===== src/rtl/fwd_pkg.sv =====
// -----------------------------------------------------------------------------
// fwd_pkg
// Shared types and constants for the forwarding/hazard unit.
//   - XLEN_DEF / RA_W_DEF : default data and register-address widths
//   - src_sel_e           : which source feeds a forwarded operand
//   - entry_t             : layout of one in-flight scoreboard entry
//                           (sized for the default widths)
// -----------------------------------------------------------------------------
package fwd_pkg;

  localparam int XLEN_DEF = 32;
  localparam int RA_W_DEF = 5;

  // Operand source selected by a lookup.
  typedef enum logic [1:0] {
    SRC_RF    = 2'd0,  // register-file read data (no producer in flight)
    SRC_ALU   = 2'd1,  // result of the instruction currently in EX
    SRC_MEM   = 2'd2,  // load data of the instruction currently in MEM
    SRC_ENTRY = 2'd3   // value already captured in a scoreboard entry
  } src_sel_e;

  typedef struct packed {
    logic                vld;
    logic [RA_W_DEF-1:0] rd;
    logic                ld;
    logic [XLEN_DEF-1:0] data;
  } entry_t;

endpackage


===== src/rtl/fwd_scoreboard_if.sv =====
// -----------------------------------------------------------------------------
// fwd_scoreboard_if
// Groups the issue, operand and status signals of fwd_scoreboard.
//   master : pipeline side (drives issue/operand inputs, reads results)
//   slave  : the forwarding unit itself
// Signal names keep the unit's _i/_o direction suffixes as seen by the unit.
// -----------------------------------------------------------------------------
interface fwd_scoreboard_if
  import fwd_pkg::*;
#(
  parameter int XLEN  = XLEN_DEF,
  parameter int RA_W  = RA_W_DEF,
  parameter int NSRC  = 2,
  parameter int CNT_W = 16
);

  logic                 hold_i;
  logic                 flush_i;
  logic                 issue_valid_i;
  logic [RA_W-1:0]      issue_rd_i;
  logic                 issue_we_i;
  logic                 issue_is_load_i;
  logic [NSRC*RA_W-1:0] rs_i;
  logic [NSRC*XLEN-1:0] rf_data_i;
  logic [XLEN-1:0]      alu_result_i;
  logic [XLEN-1:0]      mem_rdata_i;
  logic [NSRC*XLEN-1:0] opnd_o;
  logic [NSRC-1:0]      fwd_hit_o;
  logic                 stall_o;
  logic [CNT_W-1:0]     stall_cnt_o;

  modport master (
    output hold_i, flush_i, issue_valid_i, issue_rd_i, issue_we_i,
           issue_is_load_i, rs_i, rf_data_i, alu_result_i, mem_rdata_i,
    input  opnd_o, fwd_hit_o, stall_o, stall_cnt_o
  );

  modport slave (
    input  hold_i, flush_i, issue_valid_i, issue_rd_i, issue_we_i,
           issue_is_load_i, rs_i, rf_data_i, alu_result_i, mem_rdata_i,
    output opnd_o, fwd_hit_o, stall_o, stall_cnt_o
  );

endinterface


===== src/rtl/fwd_lookup.sv =====
// -----------------------------------------------------------------------------
// fwd_lookup
// Combinational priority scan for one source operand. The youngest valid
// entry whose rd matches i_rs supplies the operand; x0 never matches.
//   i_rs          source register address
//   i_rf_data     register-file value (fallback)
//   i_alu_result  result of the E0 instruction
//   i_mem_rdata   load data of the E1 instruction
//   i_vld/i_rd    valid bits and destinations of E0..E[DEPTH-1]
//   i_ld          is-load bits of E0 and E1
//   i_data        captured data of E1..E[DEPTH-1]
//   o_opnd        selected operand
//   o_hit         operand came from an in-flight producer
//   o_stall       producer is a load still in EX
// -----------------------------------------------------------------------------
module fwd_lookup
  import fwd_pkg::*;
#(
  parameter int XLEN  = XLEN_DEF,
  parameter int RA_W  = RA_W_DEF,
  parameter int DEPTH = 3
) (
  input  logic [RA_W-1:0]           i_rs,
  input  logic [XLEN-1:0]           i_rf_data,
  input  logic [XLEN-1:0]           i_alu_result,
  input  logic [XLEN-1:0]           i_mem_rdata,
  input  logic [DEPTH-1:0]          i_vld,
  input  logic [DEPTH*RA_W-1:0]     i_rd,
  input  logic [1:0]                i_ld,
  input  logic [(DEPTH-1)*XLEN-1:0] i_data,
  output logic [XLEN-1:0]           o_opnd,
  output logic                      o_hit,
  output logic                      o_stall
);

  localparam int IDX_W = $clog2(DEPTH);

  logic             w_found;
  logic [IDX_W-1:0] w_idx;
  logic [XLEN-1:0]  w_ent_data;
  src_sel_e         w_sel;

  // Scan oldest to youngest so the youngest match is the last one written.
  always_comb begin
    // NOTE: every output of a combinational block gets a default first;
    // a path that leaves one unassigned would infer a latch.
    w_found = 1'b0;
    w_idx   = '0;
    for (int k = DEPTH - 1; k >= 0; k--) begin
      if (i_vld[k] && (i_rd[k*RA_W +: RA_W] == i_rs)) begin
        w_found = 1'b1;
        w_idx   = IDX_W'(k);
      end
    end
  end

  // Captured data of the winning entry (E0 never holds a usable value).
  always_comb begin
    w_ent_data = '0;
    for (int k = 1; k < DEPTH; k++) begin
      if (w_idx == IDX_W'(k)) w_ent_data = i_data[(k-1)*XLEN +: XLEN];
    end
  end

  always_comb begin
    w_sel   = SRC_RF;
    o_stall = 1'b0;
    if ((i_rs != '0) && w_found) begin
      if (w_idx == '0) begin
        // A load in EX has no data yet: stall rather than forward.
        if (i_ld[0]) o_stall = 1'b1;
        else         w_sel   = SRC_ALU;
      end else if ((w_idx == IDX_W'(1)) && i_ld[1]) begin
        w_sel = SRC_MEM;
      end else begin
        w_sel = SRC_ENTRY;
      end
    end
  end

  always_comb begin
    case (w_sel)
      SRC_ALU:   o_opnd = i_alu_result;
      SRC_MEM:   o_opnd = i_mem_rdata;
      SRC_ENTRY: o_opnd = w_ent_data;
      default:   o_opnd = i_rf_data;
    endcase
  end

  assign o_hit = (w_sel != SRC_RF);

endmodule


===== src/rtl/fwd_scoreboard.sv =====
// -----------------------------------------------------------------------------
// fwd_scoreboard
// Forwarding and load-use hazard unit. A shift-register scoreboard tracks
// every in-flight register write from EX (E0) through the last writeback
// stage; each source operand is resolved by its own fwd_lookup instance.
//   clk_i     clock
//   reset_i   asynchronous active-low reset
//   bus       fwd_scoreboard_if.slave: issue info, operand inputs, forwarded
//             operands, hit flags, stall request and saturating stall count
// -----------------------------------------------------------------------------
module fwd_scoreboard
  import fwd_pkg::*;
#(
  parameter int XLEN  = XLEN_DEF,
  parameter int RA_W  = RA_W_DEF,
  parameter int DEPTH = 3,
  parameter int NSRC  = 2,
  parameter int CNT_W = 16
) (
  input logic             clk_i,
  input logic             reset_i,
  fwd_scoreboard_if.slave bus
);

  // Same layout as fwd_pkg::entry_t, sized by this instance's parameters.
  typedef struct packed {
    logic            vld;
    logic [RA_W-1:0] rd;
    logic            ld;
    logic [XLEN-1:0] data;
  } slot_t;

  slot_t                     r_ent [DEPTH];
  slot_t                     w_nxt [DEPTH];
  logic [CNT_W-1:0]          r_cnt;

  logic [DEPTH-1:0]          w_vld;
  logic [DEPTH*RA_W-1:0]     w_rd;
  logic [1:0]                w_ld;
  logic [(DEPTH-1)*XLEN-1:0] w_data;
  logic [NSRC*XLEN-1:0]      w_opnd;
  logic [NSRC-1:0]           w_hit;
  logic [NSRC-1:0]           w_src_stall;
  logic                      w_stall;

  // Flatten the entries for the lookup instances.
  always_comb begin
    w_vld  = '0;
    w_rd   = '0;
    w_data = '0;
    for (int k = 0; k < DEPTH; k++) begin
      w_vld[k]               = r_ent[k].vld;
      w_rd[k*RA_W +: RA_W]   = r_ent[k].rd;
    end
    for (int k = 1; k < DEPTH; k++) begin
      w_data[(k-1)*XLEN +: XLEN] = r_ent[k].data;
    end
  end

  assign w_ld = {r_ent[1].ld, r_ent[0].ld};

  for (genvar s = 0; s < NSRC; s++) begin : g_src
    fwd_lookup #(
      .XLEN  (XLEN),
      .RA_W  (RA_W),
      .DEPTH (DEPTH)
    ) u_lookup (
      .i_rs         (bus.rs_i[s*RA_W +: RA_W]),
      .i_rf_data    (bus.rf_data_i[s*XLEN +: XLEN]),
      .i_alu_result (bus.alu_result_i),
      .i_mem_rdata  (bus.mem_rdata_i),
      .i_vld        (w_vld),
      .i_rd         (w_rd),
      .i_ld         (w_ld),
      .i_data       (w_data),
      .o_opnd       (w_opnd[s*XLEN +: XLEN]),
      .o_hit        (w_hit[s]),
      .o_stall      (w_src_stall[s])
    );
  end

  // Outputs are forced quiet while reset is held.
  assign w_stall         = reset_i && bus.issue_valid_i && (|w_src_stall);
  assign bus.stall_o     = w_stall;
  assign bus.opnd_o      = reset_i ? w_opnd : '0;
  assign bus.fwd_hit_o   = reset_i ? w_hit  : '0;
  assign bus.stall_cnt_o = r_cnt;

  // Next scoreboard contents for a non-held cycle.
  always_comb begin
    w_nxt[0] = '0;
    if (bus.issue_valid_i && !bus.flush_i && !w_stall) begin
      w_nxt[0].vld = bus.issue_we_i;
      w_nxt[0].rd  = bus.issue_rd_i;
      w_nxt[0].ld  = bus.issue_is_load_i;
    end
    // Leaving EX: capture the ALU result (loads are overwritten one step later).
    w_nxt[1]      = r_ent[0];
    w_nxt[1].data = bus.alu_result_i;
    for (int k = 2; k < DEPTH; k++) begin
      w_nxt[k] = r_ent[k-1];
      // Leaving MEM: a load picks up its memory data here.
      if ((k == 2) && r_ent[1].ld) w_nxt[k].data = bus.mem_rdata_i;
    end
  end

  always_ff @(posedge clk_i or negedge reset_i) begin
    if (!reset_i) begin
      // NOTE: the entries are a handful of flops, not a RAM, so each one is
      // cleared by the async reset and in-flight writes vanish at once.
      for (int k = 0; k < DEPTH; k++) r_ent[k] <= '0;
      r_cnt <= '0;
    end else if (!bus.hold_i) begin
      // NOTE: state updates use non-blocking assignments so every entry
      // shifts from its pre-edge neighbour regardless of statement order.
      for (int k = 0; k < DEPTH; k++) r_ent[k] <= w_nxt[k];
      if (w_stall && (r_cnt != '1)) r_cnt <= r_cnt + CNT_W'(1);
    end
  end

endmodule


===== src/flat_wrapper.sv =====
// flat-port wrapper written by rule: the top's interface ports become plain ports
module fwd_scoreboard_flat import fwd_pkg::*;
#(
  parameter int XLEN  = XLEN_DEF,
  parameter int RA_W  = RA_W_DEF,
  parameter int DEPTH = 3,
  parameter int NSRC  = 2,
  parameter int CNT_W = 16
)
  (clk_i, reset_i, bus_hold_i, bus_flush_i, bus_issue_valid_i, bus_issue_rd_i, bus_issue_we_i, bus_issue_is_load_i, bus_rs_i, bus_rf_data_i, bus_alu_result_i, bus_mem_rdata_i, bus_opnd_o, bus_fwd_hit_o, bus_stall_o, bus_stall_cnt_o);
  fwd_scoreboard_if #(.XLEN(XLEN), .RA_W(RA_W), .NSRC(NSRC), .CNT_W(CNT_W)) bus_i ();
  input logic clk_i;
  input logic reset_i;
  input wire logic [$bits(bus_i.hold_i)-1:0] bus_hold_i;
  input wire logic [$bits(bus_i.flush_i)-1:0] bus_flush_i;
  input wire logic [$bits(bus_i.issue_valid_i)-1:0] bus_issue_valid_i;
  input wire logic [$bits(bus_i.issue_rd_i)-1:0] bus_issue_rd_i;
  input wire logic [$bits(bus_i.issue_we_i)-1:0] bus_issue_we_i;
  input wire logic [$bits(bus_i.issue_is_load_i)-1:0] bus_issue_is_load_i;
  input wire logic [$bits(bus_i.rs_i)-1:0] bus_rs_i;
  input wire logic [$bits(bus_i.rf_data_i)-1:0] bus_rf_data_i;
  input wire logic [$bits(bus_i.alu_result_i)-1:0] bus_alu_result_i;
  input wire logic [$bits(bus_i.mem_rdata_i)-1:0] bus_mem_rdata_i;
  output wire logic [$bits(bus_i.opnd_o)-1:0] bus_opnd_o;
  output wire logic [$bits(bus_i.fwd_hit_o)-1:0] bus_fwd_hit_o;
  output wire logic [$bits(bus_i.stall_o)-1:0] bus_stall_o;
  output wire logic [$bits(bus_i.stall_cnt_o)-1:0] bus_stall_cnt_o;
  assign bus_i.hold_i = bus_hold_i;
  assign bus_i.flush_i = bus_flush_i;
  assign bus_i.issue_valid_i = bus_issue_valid_i;
  assign bus_i.issue_rd_i = bus_issue_rd_i;
  assign bus_i.issue_we_i = bus_issue_we_i;
  assign bus_i.issue_is_load_i = bus_issue_is_load_i;
  assign bus_i.rs_i = bus_rs_i;
  assign bus_i.rf_data_i = bus_rf_data_i;
  assign bus_i.alu_result_i = bus_alu_result_i;
  assign bus_i.mem_rdata_i = bus_mem_rdata_i;
  assign bus_opnd_o = bus_i.opnd_o;
  assign bus_fwd_hit_o = bus_i.fwd_hit_o;
  assign bus_stall_o = bus_i.stall_o;
  assign bus_stall_cnt_o = bus_i.stall_cnt_o;
  fwd_scoreboard #(.XLEN(XLEN), .RA_W(RA_W), .DEPTH(DEPTH), .NSRC(NSRC), .CNT_W(CNT_W)) u_core (.clk_i(clk_i), .reset_i(reset_i), .bus(bus_i));
endmodule

===== config.mk =====
export PLATFORM = sky130hd
export DESIGN_NAME = fwd_scoreboard_flat
export DESIGN_NICKNAME = d
export VERILOG_FILES = /design/src/rtl/fwd_pkg.sv /design/src/rtl/fwd_scoreboard_if.sv /design/src/rtl/fwd_lookup.sv /design/src/rtl/fwd_scoreboard.sv /design/src/flat_wrapper.sv
export SDC_FILE = /design/constraint.sdc
export NUM_CORES = 1
export LEC_CHECK = 0
export CELL_PAD_IN_SITES_DETAIL_PLACEMENT = 0
export CELL_PAD_IN_SITES_GLOBAL_PLACEMENT = 2
export CORE_MARGIN = 2
export CORE_UTILIZATION = 25
export DETAILED_ROUTE_END_ITERATION = 7
export GPL_ROUTABILITY_DRIVEN = 0
export PLACE_DENSITY_LB_ADDON = 0.1
export SLEW_MARGIN = 20
export SYNTH_ARGS = -nofsm -noshare
export SYNTH_HDL_FRONTEND = slang
export SYNTH_HIERARCHICAL = 1
export SYNTH_SLANG_ARGS = --single-unit

===== constraint.sdc =====
create_clock -name clk_i -period 3.9 [get_ports clk_i]
set_input_delay 0.585 -clock clk_i [delete_from_list [all_inputs] [get_ports clk_i]]
set_output_delay 0.585 -clock clk_i [all_outputs]
set_load 0.02 [all_outputs]

==> results.py, run 1 <==
metrics = {
    "run_status": {
        "status": "complete, no violations",
    },
    "placed_design": {
        "detailed_place.area_sq_um": 10570,
        "place_ws_ns": -0.4051,
        "place_hpwl_um": 19470,
        "portBuffers": 232,
    },
    "pwr": {
        "p_int_w": 0.002033,
        "peakVddDrop_v": 0.0001909,
        "comb_power_share": 0.252,
        "pwr-share-seq": 0.426,
        "leakage_nw": 4.354,
        "power-per-cell-area_nw_per_um2": 264.2,
        "power.switching_w": 0.0008495,
        "netSwitchingFraction": 0.2947,
        "pwr-share-clk": 0.322,
    },
    "floorplanning": {
        "ioPinCount": 233,
        "placementRows": 63,
        "die_area_sq_um": 31120,
        "start_util": 0.2521,
        "coreArea_sq_um": 29480,
        "die_height_um": 176.4,
        "die_x_um": 176.4,
    },
    "logic_synthesis": {
        "netlist_instances": 768,
        "synth_largest_area_cell": "dfrtp_1",
        "netlist_area_sq_um": 7432,
        "avgSynthCellArea_sq_um": 9.677,
        "ys_seq_elements": 100,
        "synth_area_leaders": "dfrtp_1, o221a_1, mux2_2, mux2_1, and2_1",
        "yosysMostFrequentCell": "nand2_1",
        "ys_warn_count": 6,
        "synth_edf_count": 0,
        "netlist_top_cells_count": "nand2_1, dfrtp_1, and2_1, o221a_1, o22ai_1",
        "syn-num-nets": 919,
        "synth-main-ff-cell": "dfrtp_1",
        "ys_seq_area_frac": 0.3367,
        "async_flop_share": 1.000,
        "synth_top_area_frac": 0.3367,
        "synth_cell_types": 46,
    },
    "detailed_routing": {
        "ant_nets": 0,
        "wl_per_cell_um": 20.37,
        "drt-total-wl_um": 28720,
        "dr.first_iter.drc_count": 365,
        "route.detailed.drc": 0,
        "via_count": 6984,
        "vias_per_cell": 4.953,
        "dr.pass1.iters": 4,
    },
    "sta": {
        "clock_skew_ns": 0.009509,
        "postLayoutSetupSlackWorst_ns": 0.1322,
        "fmax_mhz": 265.4,
        "setup-violations-final": 0,
        "slew-limit-headroom": 0.3807,
        "slew_viol_final": 0,
        "final.setup.tns_ns": 0,
        "rsz0062_at_grt": "false",
        "finalHoldViolCount": 0,
        "hold_ws_ns": 0.1875,
        "tightest_slew_ns": 0.9290,
        "fin_crit_sh": 0.9661,
        "period_minus_slack_ns": 3.768,
    },
    "setup_path": {
        "slowest_stage": "or4_1",
        "crit_buf_inv": 4,
        "path_cells": "dlygate4sd2_1 > or4_1 > nor2_2 > buf_4 > a31oi_4 > o21ai_4 > buf_12 > mux2_1 > o221a_1 > and2_1 > dlygate4sd2_1",
        "critical_path_class": "input pin to primary output",
        "crit_fanout": 15,
        "critPathArrivalTime_ns": 3.18,
        "cpMostUsedCell": "dlygate4sd2_1",
        "critPathLaunchType": "input pin",
        "max_stage_delay_ns": 0.56,
        "cp_top_family": "buffers and inverters",
        "cp.required_ns": 3.31,
        "crit_path_end_kind": "primary output",
        "regToRegSetupSlack_ns": 0.86,
    },
    "clock_tree": {
        "numCtsBuffers": 9,
        "cts_sinks": 100,
        "cts_root_buf": "clkbuf_16",
        "tritoncts": "done",
        "clk_latency_ns": 0.36,
        "path_clk_slew_ns": 0.07,
        "cts_hold_buffers": 0,
        "htree_levels": 3,
        "cts_max_path_buffers": 2,
    },
    "layout": {
        "n_antenna_cell": 0,
        "nets": 1166,
        "area_growth_pct": 46.77,
        "final_area_sq_um": 10910,
        "drive_gt1_frac": 0.1931,
    },
    "global_routing": {
        "antenna_found_initial": 0,
        "grt_pass1_wl_um": 44160,
        "track_usage": 0.1823,
        "grt_start_max_net_pins": 84,
        "grt-ovfl-total": 0,
        "grt_pass1_vias": 7382,
    },
    "min_path": {
        "min_path_type": "input pin to async pin",
    },
    "flow_run": {
        "cap_violations": 0,
    },
}
worst reg2reg max path: stages (launching register included):
cell,delay [ns]
dfrtp_1,0.45
xor2_1,0.18
nor4_2,0.29
buf_4,0.19
and4_1,0.27
buf_4,0.13
nor2b_1,0.17
o211ai_2,0.10
buf_4,0.20
or4_4,0.58
a211oi_2,0.25
xor2_1,0.16
final timing paths:
check	startpoint	endpoint	cells after the start
worst max-delay path	bus_rs_i[2]	bus_opnd_o[30]	11
worst min-delay path	reset_i	u_core/r_ent[21]	1
worst max register to register	u_core/r_ent[113]	u_core/bus.stall_cnt_o[11]	11
worst min register to register	u_core/r_ent[14]	u_core/r_ent[14]	2
max in group asynchronous	reset_i	u_core/r_ent[11]	3
min in group clk_i	u_core/r_ent[14]	u_core/r_ent[14]	2
metal layers:
metal	vias to the layer above	wire length (um)	part of all wire	GRT usage
met5	-	0	0	0
met4	0	248	0.0086	0.04132
met3	13	1091	0.038	0.01981
met1	3414	13800	0.48	0.2494
met2	151	13580	0.47	0.3088
li1	3406	-	-	-
kinds of logic (layout without fill, tap and decap cells):
family / Yosys count / count (layout) / share of synthesized area
AO/OA/AOI/OAI: 187 / 187 / 0.2035
AND/OR/NAND/NOR: 233 / 233 / 0.1614
flip-flops: 100 / 100 / 0.3367
adder cells (fa/ha/maj): 1 / 1 / 0.001683
buffers and inverters: 64 / 316 / 0.03855
XOR/XNOR: 41 / 41 / 0.04832
multiplexers: 142 / 142 / 0.2098
cell usage in the layout (no fill, tap or decap), types with 4 or more instances in the layout:
| cell type | instances |
|---|---|
| clkdlybuf4s50_1 | 157 |
| nand2_1 | 101 |
| dfrtp_1 | 99 |
| and2_1 | 68 |
| o22ai_1 | 64 |
| o221a_1 | 64 |
| mux2_2 | 58 |
| mux2_1 | 52 |
| buf_4 | 49 |
| mux2i_1 | 32 |
| o21ai_0 | 32 |
| buf_2 | 30 |
| dlygate4sd2_1 | 24 |
| xor2_1 | 22 |
| xnor2_1 | 19 |
| clkdlybuf4s15_1 | 13 |
| buf_12 | 12 |
| nand3_1 | 12 |
| clkbuf_16 | 11 |
| and3_1 | 7 |
| a22o_1 | 7 |
| nand4_1 | 6 |
| buf_6 | 5 |
| nor2_1 | 5 |
| nor3_1 | 5 |
| o31ai_1 | 4 |
| nor4_1 | 4 |
stage by stage:
stage,power (W),std cells,utilization
floorplan,0.001589,768,-
global placement,0.002005,1384,0.3585
detailed placement,0.002005,1384,0.3585
CTS,0.002929,1405,0.3656
global route,0.003045,1410,0.3700
finish,0.002882,1410,0.3700
state kept, by name, indices dropped and copies added (netlist names):
signal and count:
u_core/bus.stall_cnt_o 16, u_core/r_ent 84
layout make-up:
type                            count  area, sq um
Fill cell                        3026        18570
Multi-Input combinational cell    604         4742
Timing Repair Buffer              299         2869
Sequential cell                   100         2504
Tap cell                          390        488.0
Clock buffer                        9        225.2
Clock inverter                      7        76.32
Inverter                            1        3.754
power groups by stage:
stage               logic (W)  registers [W]  clock network [W]
floorplan            0.000372        0.00122                  0
CTS                  0.000733        0.00122           0.000971
detailed placement   0.000761        0.00124                  0
finish               0.000727        0.00123           0.000928
global route         0.000793        0.00124            0.00101
global placement     0.000760        0.00124                  0
timing repair:
action / in CTS / in global routing
setup endpoints to repair: 65 / 46
gates cloned: 1 / 2
pin swaps: 4 / 2
setup buffers: 4 / 3
gates resized for setup: 185 / 13
Power figures use the tool's default switching activity.
==> run 2: changes to the inputs <==
- SETUP_SLACK_MARGIN: default -> 0.5
==> run 2 against run 1 <==
Effect of this change: routed wire length up 5.9%; combinational power grew 19%; power rose by 5.0%; critical path depth is 3 higher; die area did not move; worst setup slack better by 0.18 ns; non-clock buffer count increased by 35; final area grew 10%; sequential share of layout area is 2.1 points lower; clock power increased by 0.6%; clock-buffer cell count did not move; register-to-register slack got worse by 0.10 ns; critical endpoint is now bus_opnd_o[47]; largest cell class unchanged.
==> results.py, run 2 (same netlist as run 1, synthesis figures left out) <==
metrics = {
    "floorplanning": {
        "ioPinCount": 233,
        "start_util": 0.2521,
        "placementRows": 63,
        "die_height_um": 176.4,
        "coreArea_sq_um": 29480,
        "die_area_sq_um": 31120,
        "die_x_um": 176.4,
    },
    "clock_tree": {
        "cts_hold_buffers": 0,
        "tritoncts": "done",
        "cts_max_path_buffers": 2,
        "clk_latency_ns": 0.35,
        "numCtsBuffers": 9,
        "path_clk_slew_ns": 0.08,
        "cts_root_buf": "clkbuf_16",
        "htree_levels": 3,
        "cts_sinks": 100,
    },
    "setup_path": {
        "critPathArrivalTime_ns": 3.00,
        "critPathCapture": "bus_opnd_o[47]",
        "r2r-end": "u_core/bus.stall_cnt_o[11]",
        "r2r_start": "u_core/r_ent[111]",
        "crit_start": "bus_rs_i[5]",
        "cp.required_ns": 3.31,
        "crit_fanout": 5,
        "regToRegSetupSlack_ns": 0.76,
        "r2r_cells": 12,
        "critPathLaunchType": "input pin",
        "critical_path_class": "input pin to primary output",
        "crit_path_end_kind": "primary output",
    },
    "pwr": {
        "peakVddDrop_v": 0.0001936,
        "leakage_nw": 4.941,
        "pwr-share-seq": 0.406,
        "power-per-cell-area_nw_per_um2": 252.1,
        "pwr-share-clk": 0.309,
        "finalPower_w": 0.003027,
        "p_int_w": 0.002137,
        "comb_power_share": 0.286,
        "power.switching_w": 0.0008902,
        "netSwitchingFraction": 0.2940,
    },
    "detailed_routing": {
        "ant_nets": 0,
        "wl_per_cell_um": 21.05,
        "route.detailed.drc": 0,
        "dr.first_iter.drc_count": 339,
        "dr.pass1.iters": 5,
        "via_count": 7216,
        "drt-total-wl_um": 30410,
        "vias_per_cell": 4.994,
    },
    "layout": {
        "layout_commonest_cell": "clkdlybuf4s50_1",
        "area_growth_pct": 61.60,
        "final_area_sq_um": 12010,
        "drive_gt1_frac": 0.3374,
        "largest_register_ffs": 84,
        "nFillCells": 2946,
        "n_antenna_cell": 0,
        "most-common-layout-cells": "clkdlybuf4s50_1, nand2_1, dfrtp_1, buf_6",
        "nets": 1201,
        "regMostFlops": "u_core/r_ent",
    },
    "sta": {
        "slew_viol_final": 0,
        "tightest_slew_ns": 0.9567,
        "setup-violations-final": 0,
        "fin_crit_sh": 0.9192,
        "hold_ws_ns": 0.1800,
        "period_minus_slack_ns": 3.585,
        "rsz0062_at_grt": "true",
        "finalHoldViolCount": 0,
        "fmax_mhz": 279.0,
        "slew-limit-headroom": 0.3622,
        "clock_skew_ns": 0.009569,
    },
    "global_routing": {
        "grt-ovfl-total": 0,
        "grt_start_max_net_pins": 84,
        "grt_pass1_vias": 7668,
        "track_usage": 0.1933,
        "antenna_found_initial": 0,
        "grt_pass1_wl_um": 46400,
    },
    "placed_design": {
        "detailed_place.area_sq_um": 10570,
        "portBuffers": 232,
        "place_hpwl_um": 19470,
    },
    "min_path": {
        "min_path_type": "input pin to async pin",
    },
    "flow_run": {
        "cap_violations": 0,
    },
    "run_status": {
        "status": "complete, no violations",
    },
}
-- run 2: cell count changes in the layout (fill, tap and decap cells not counted), sizes merged --
| cell | before | now |
|---|---|---|
| buf | 97 | 174 |
| clkbuf | 12 | 11 |
| clkdlybuf4s15 | 15 | 3 |
| clkdlybuf4s50 | 157 | 154 |
| dlygate4sd2 | 24 | 0 |
| dlymetal6s2s | 3 | 1 |
-- run 2: worst max-delay path, cell delays in order --
cell and delay (ns):
buf_6 0.10, buf_6 0.11, buf_4 0.12, xor2_1 0.17, nor4_2 0.33, o211ai_1 0.26
a311oi_4 0.26, buf_6 0.17, nand2_8 0.10, buf_12 0.15, buf_16 0.13, o221a_1 0.22
and2_1 0.15, buf_2 0.15
-- run 2: repair_timing --
action                                  CTS  global route
resized for setup                       515            37
endpoints found under the setup margin   71            67
cloned                                   10             2
buffers inserted                         31             2
pin swaps                                36             7
-- run 2: cell type report --
class / count / area (sq um) / area share
clock buffers: 9 / 225.2 / 0.01875
clock inverters: 7 / 76.32 / 0.006355
inverters: 1 / 3.754 / 0.0003125
multi-input cells: 604 / 5072 / 0.4223
flip-flops and latches: 100 / 2506 / 0.2087
well taps: 390 / 488.0 / 0.04063
repair buffers: 334 / 3638 / 0.3029
-- run 2: worst min-delay path by stage --
stage / end / slack [ns] / cells after the start
floorplan: u_core/bus.stall_cnt_o[0] / 0.29 / 0
global placement: u_core/r_ent[14] / 0.49 / 2
detailed placement: u_core/r_ent[14] / 0.50 / 2
CTS: u_core/r_ent[40] / 0.18 / 1
global route: u_core/r_ent[40] / 0.19 / 1
finish: u_core/r_ent[40] / 0.18 / 1
-- run 2: per-layer routing --
layer,global-route usage,part of all wire,vias to the layer above
met5,0,0,-
li1,-,-,3473
met4,0.04924,0.016,0
met1,0.2610,0.47,3529
met3,0.02218,0.041,23
met2,0.3284,0.47,191
-- run 2: metrics by stage --
| step | TNS (ns) | setup slack [ns] | std cells | util |
|---|---|---|---|---|
| after global placement | -23.34 | -0.4020 | 1384 | 0.3585 |
| after global routing | 0 | 0.2316 | 1445 | 0.4074 |
| after floorplan | 0 | 0.7369 | 768 | - |
| final | 0 | 0.3152 | 1445 | 0.4074 |
| after CTS | 0 | 0.3368 | 1441 | 0.4013 |
| after detailed placement | -22.03 | -0.4051 | 1384 | 0.3585 |
-- run 2: power by group through the flow --
stage	clock (W)	sequential, W	combinational (W)
floorplan	0	0.00122	0.000372
global route	0.00101	0.00124	0.000931
finish	0.000934	0.00123	0.000865
global placement	0	0.00124	0.000760
CTS	0.000971	0.00122	0.000853
detailed placement	0	0.00124	0.000761
==> run 3: changes to the inputs <==
- ABC_AREA: default -> 1
==> run 3 against run 2 <==
Effect of this change: synthesized cell count up 110%; critical path type is now flip-flop to primary output; clock-buffer cell count unchanged; clock power up 8%; worst setup slack better by 0.36 ns; maximum frequency up 11%; first-iteration DRC count up 77%; final area up 11%; die area up 25%; critical endpoint is now bus_opnd_o[4]; largest cell class unchanged.
==> results.py, run 3 <==
metrics = {
    "detailed_routing": {
        "wl_per_cell_um": 17.30,
        "drt-total-wl_um": 41010,
        "dr.first_iter.drc_count": 601,
        "dr.pass1.iters": 5,
        "vias_per_cell": 4.499,
        "ant_nets": 0,
        "via_count": 10670,
        "route.detailed.drc": 0,
    },
    "global_routing": {
        "grt_pass1_wl_um": 63160,
        "antenna_found_initial": 1,
        "grt_pass1_vias": 10680,
        "grt-ovfl-total": 0,
        "grt_start_max_net_pins": 78,
        "track_usage": 0.2112,
    },
    "layout": {
        "most-common-layout-cells": "nand2_1, nor2_1, inv_1, clkdlybuf4s50_1, a21oi_1",
        "regMostFlops": "u_core/r_ent",
        "layout_commonest_cell": "nand2_1",
        "drive_gt1_frac": 0.1766,
        "final_area_sq_um": 13380,
        "n_antenna_cell": 0,
        "area_growth_pct": 43.03,
        "final_cells": 2371,
        "post-route-util": 0.3647,
        "largest_register_ffs": 84,
        "nets": 2049,
    },
    "placed_design": {
        "portBuffers": 232,
        "place_hpwl_um": 30010,
        "placed_cells": 2337,
        "detailed_place.area_sq_um": 12780,
    },
    "logic_synthesis": {
        "yosysMostFrequentCell": "nand2_1",
        "avgSynthCellArea_sq_um": 5.752,
        "synth_largest_area_cell": "dfrtp_1",
        "ys_warn_count": 6,
        "synth_area_leaders": "dfrtp_1, nand2_1, nor2_1, inv_1, a21oi_1",
        "syn-num-nets": 1778,
        "synth-main-ff-cell": "dfrtp_1",
        "ys_seq_elements": 100,
        "netlist_instances": 1627,
        "netlist_top_cells_count": "nand2_1, nor2_1, inv_1, a21oi_1, dfrtp_1",
        "synth_edf_count": 0,
        "async_flop_share": 1.000,
        "netlist_area_sq_um": 9358,
        "synth_cell_types": 31,
        "synth_top_area_frac": 0.2674,
        "ys_seq_area_frac": 0.2674,
    },
    "sta": {
        "slew_viol_final": 0,
        "finalHoldViolCount": 0,
        "rsz0062_at_grt": "true",
        "setup-violations-final": 0,
        "slew-limit-headroom": 0.3995,
        "fin_crit_sh": 0.8276,
        "period_minus_slack_ns": 3.228,
        "tightest_slew_ns": 0.9008,
        "fmax_mhz": 309.8,
        "clock_skew_ns": 0.01344,
    },
    "clock_tree": {
        "cts_sinks": 100,
        "htree_levels": 3,
        "cts_hold_buffers": 0,
        "cts_root_buf": "clkbuf_16",
        "cts_max_path_buffers": 2,
        "tritoncts": "done",
        "clk_latency_ns": 0.36,
        "numCtsBuffers": 9,
        "path_clk_slew_ns": 0.08,
    },
    "min_path": {
        "min_path_type": "input pin to async pin",
    },
    "pwr": {
        "pwr-share-seq": 0.394,
        "power-per-cell-area_nw_per_um2": 232.4,
        "pwr-share-clk": 0.325,
        "leakage_nw": 6.803,
        "p_int_w": 0.002080,
        "comb_power_share": 0.281,
        "power.switching_w": 0.001030,
        "netSwitchingFraction": 0.3312,
        "peakVddDrop_v": 0.0002055,
    },
    "floorplanning": {
        "die_x_um": 197.5,
        "start_util": 0.2550,
        "die_area_sq_um": 38990,
        "die_height_um": 197.5,
        "placementRows": 70,
        "ioPinCount": 233,
        "coreArea_sq_um": 36700,
    },
    "setup_path": {
        "max_stage_delay_ns": 0.43,
        "slowest_stage": "dfrtp_1",
        "path_cells": "inv_1 > nand2_1 > nand2_1 > nor2_2 > nand3_2 > buf_12 > nand3_2 > nand2_4 > inv_8 > nand3_4 > buf_4 > nand2_1 > nand2_1 > nor2_4 > nor2_1 > nand2_1 > inv_1 > clkdlybuf4s15_2",
        "crit_path_end_kind": "primary output",
        "cp.required_ns": 3.31,
        "crit_fanout": 6,
        "critPathArrivalTime_ns": 2.64,
        "cpMostUsedCell": "nand2_1",
        "critPathLaunchType": "flip-flop",
        "critical_path_class": "flip-flop to primary output",
    },
    "flow_run": {
        "cap_violations": 0,
    },
    "run_status": {
        "status": "complete, no violations",
    },
}
-- run 3: cell types whose count changed after synthesis, moves of 28 or more --
| cell | before | now |
|---|---|---|
| inv_1 | 1 | 233 |
| a21oi_1 | 2 | 108 |
| mux2i_1 | 32 | 0 |
| nand3b_1 | 1 | 35 |
| mux2_2 | 58 | 0 |
| o221a_1 | 64 | 0 |
| mux2_1 | 52 | 0 |
| nand3_1 | 12 | 85 |
| nand2_1 | 101 | 500 |
| o211ai_1 | 2 | 30 |
| and2_1 | 68 | 0 |
| nor2_1 | 8 | 332 |
| o22ai_1 | 64 | 7 |
-- run 3: worst paths after layout --
path                                             end              start  slack, ns  depth (start not counted)
max                                    bus_opnd_o[4]  u_core/r_ent[115]       0.67                         18
min                                 u_core/r_ent[36]            reset_i       0.19                          1
max reg2reg                u_core/bus.stall_cnt_o[6]  u_core/r_ent[115]       1.28                         19
min reg2reg                         u_core/r_ent[38]   u_core/r_ent[38]       0.53                          2
max in group asynchronous           u_core/r_ent[42]            reset_i       2.81                          3
min in group clk_i                  u_core/r_ent[38]   u_core/r_ent[38]       0.53                          2
-- run 3: critical path, delay by kind of cell (launching register included) --
family | cells | cell delay, ns
flip-flops | 1 | 0.43
AND/OR/NAND/NOR | 12 | 1.07
buffers and inverters | 6 | 0.78
-- run 3: cell type report --
| type | count | area, sq um |
|---|---|---|
| Sequential cell | 100 | 2514 |
| Multi-Input combinational cell | 1198 | 5685 |
| Tap cell | 468 | 585.6 |
| Inverter | 250 | 960.9 |
| Clock buffer | 9 | 225.2 |
| Clock inverter | 7 | 91.34 |
| Fill cell | 4052 | 23310 |
| Timing Repair Buffer | 339 | 3322 |
-- run 3: power groups by stage --
stage,logic [W],clock network [W],registers (W)
2_1_floorplan,0.000434,0,0.00121
3_5_place_dp,0.000873,0,0.00125
6_report,0.000873,0.00101,0.00123
4_1_cts,0.000882,0.00104,0.00122
3_3_place_gp,0.000873,0,0.00124
5_1_grt,0.000971,0.00108,0.00124
-- run 3: kinds of logic (layout without fill, tap and decap cells) --
family | after synthesis | count (layout) | share of synthesized area
DFF | 100 | 100 | 0.2674
and+or+nand+nor | 1003 | 1004 | 0.4618
AOI/OAI and AO/OA | 190 | 190 | 0.1186
adders and majority gates | 1 | 1 | 0.001337
xor gates and xnor gates | 3 | 3 | 0.002808
buffers and inverters | 330 | 605 | 0.1480
-- run 3: what timing repair did --
action / CTS / global route
setup buffers: 11 / 3
cloned: 4 / 0
pin swaps: 20 / 16
setup endpoints to repair: 67 / 66
resized for setup: 301 / 54
-- run 3: stage by stage --
| step | TNS [ns] | hold WS (ns) | setup slack [ns] | total power [W] |
|---|---|---|---|---|
| 3_3_place_gp | -8.915 | 0.5093 | -0.2412 | 0.002118 |
| 5_1_grt | 0 | 0.2186 | 0.4889 | 0.003291 |
| 3_5_place_dp | -9.939 | 0.5063 | -0.2266 | 0.002118 |
| 2_1_floorplan | 0 | 0.2894 | 1.242 | 0.001649 |
| 4_1_cts | 0 | 0.2121 | 0.5169 | 0.003149 |
| 6_report | 0 | 0.1891 | 0.6725 | 0.003110 |
-- run 3: layer usage --
metal | GRT usage | part of all wire | vias to the layer above
met2 | 0.3659 | 0.48 | 254
li1 | - | - | 5504
met5 | 0 | 0.00032 | -
met3 | 0.02954 | 0.045 | 30
met1 | 0.2756 | 0.46 | 4878
met4 | 0.05291 | 0.019 | 2
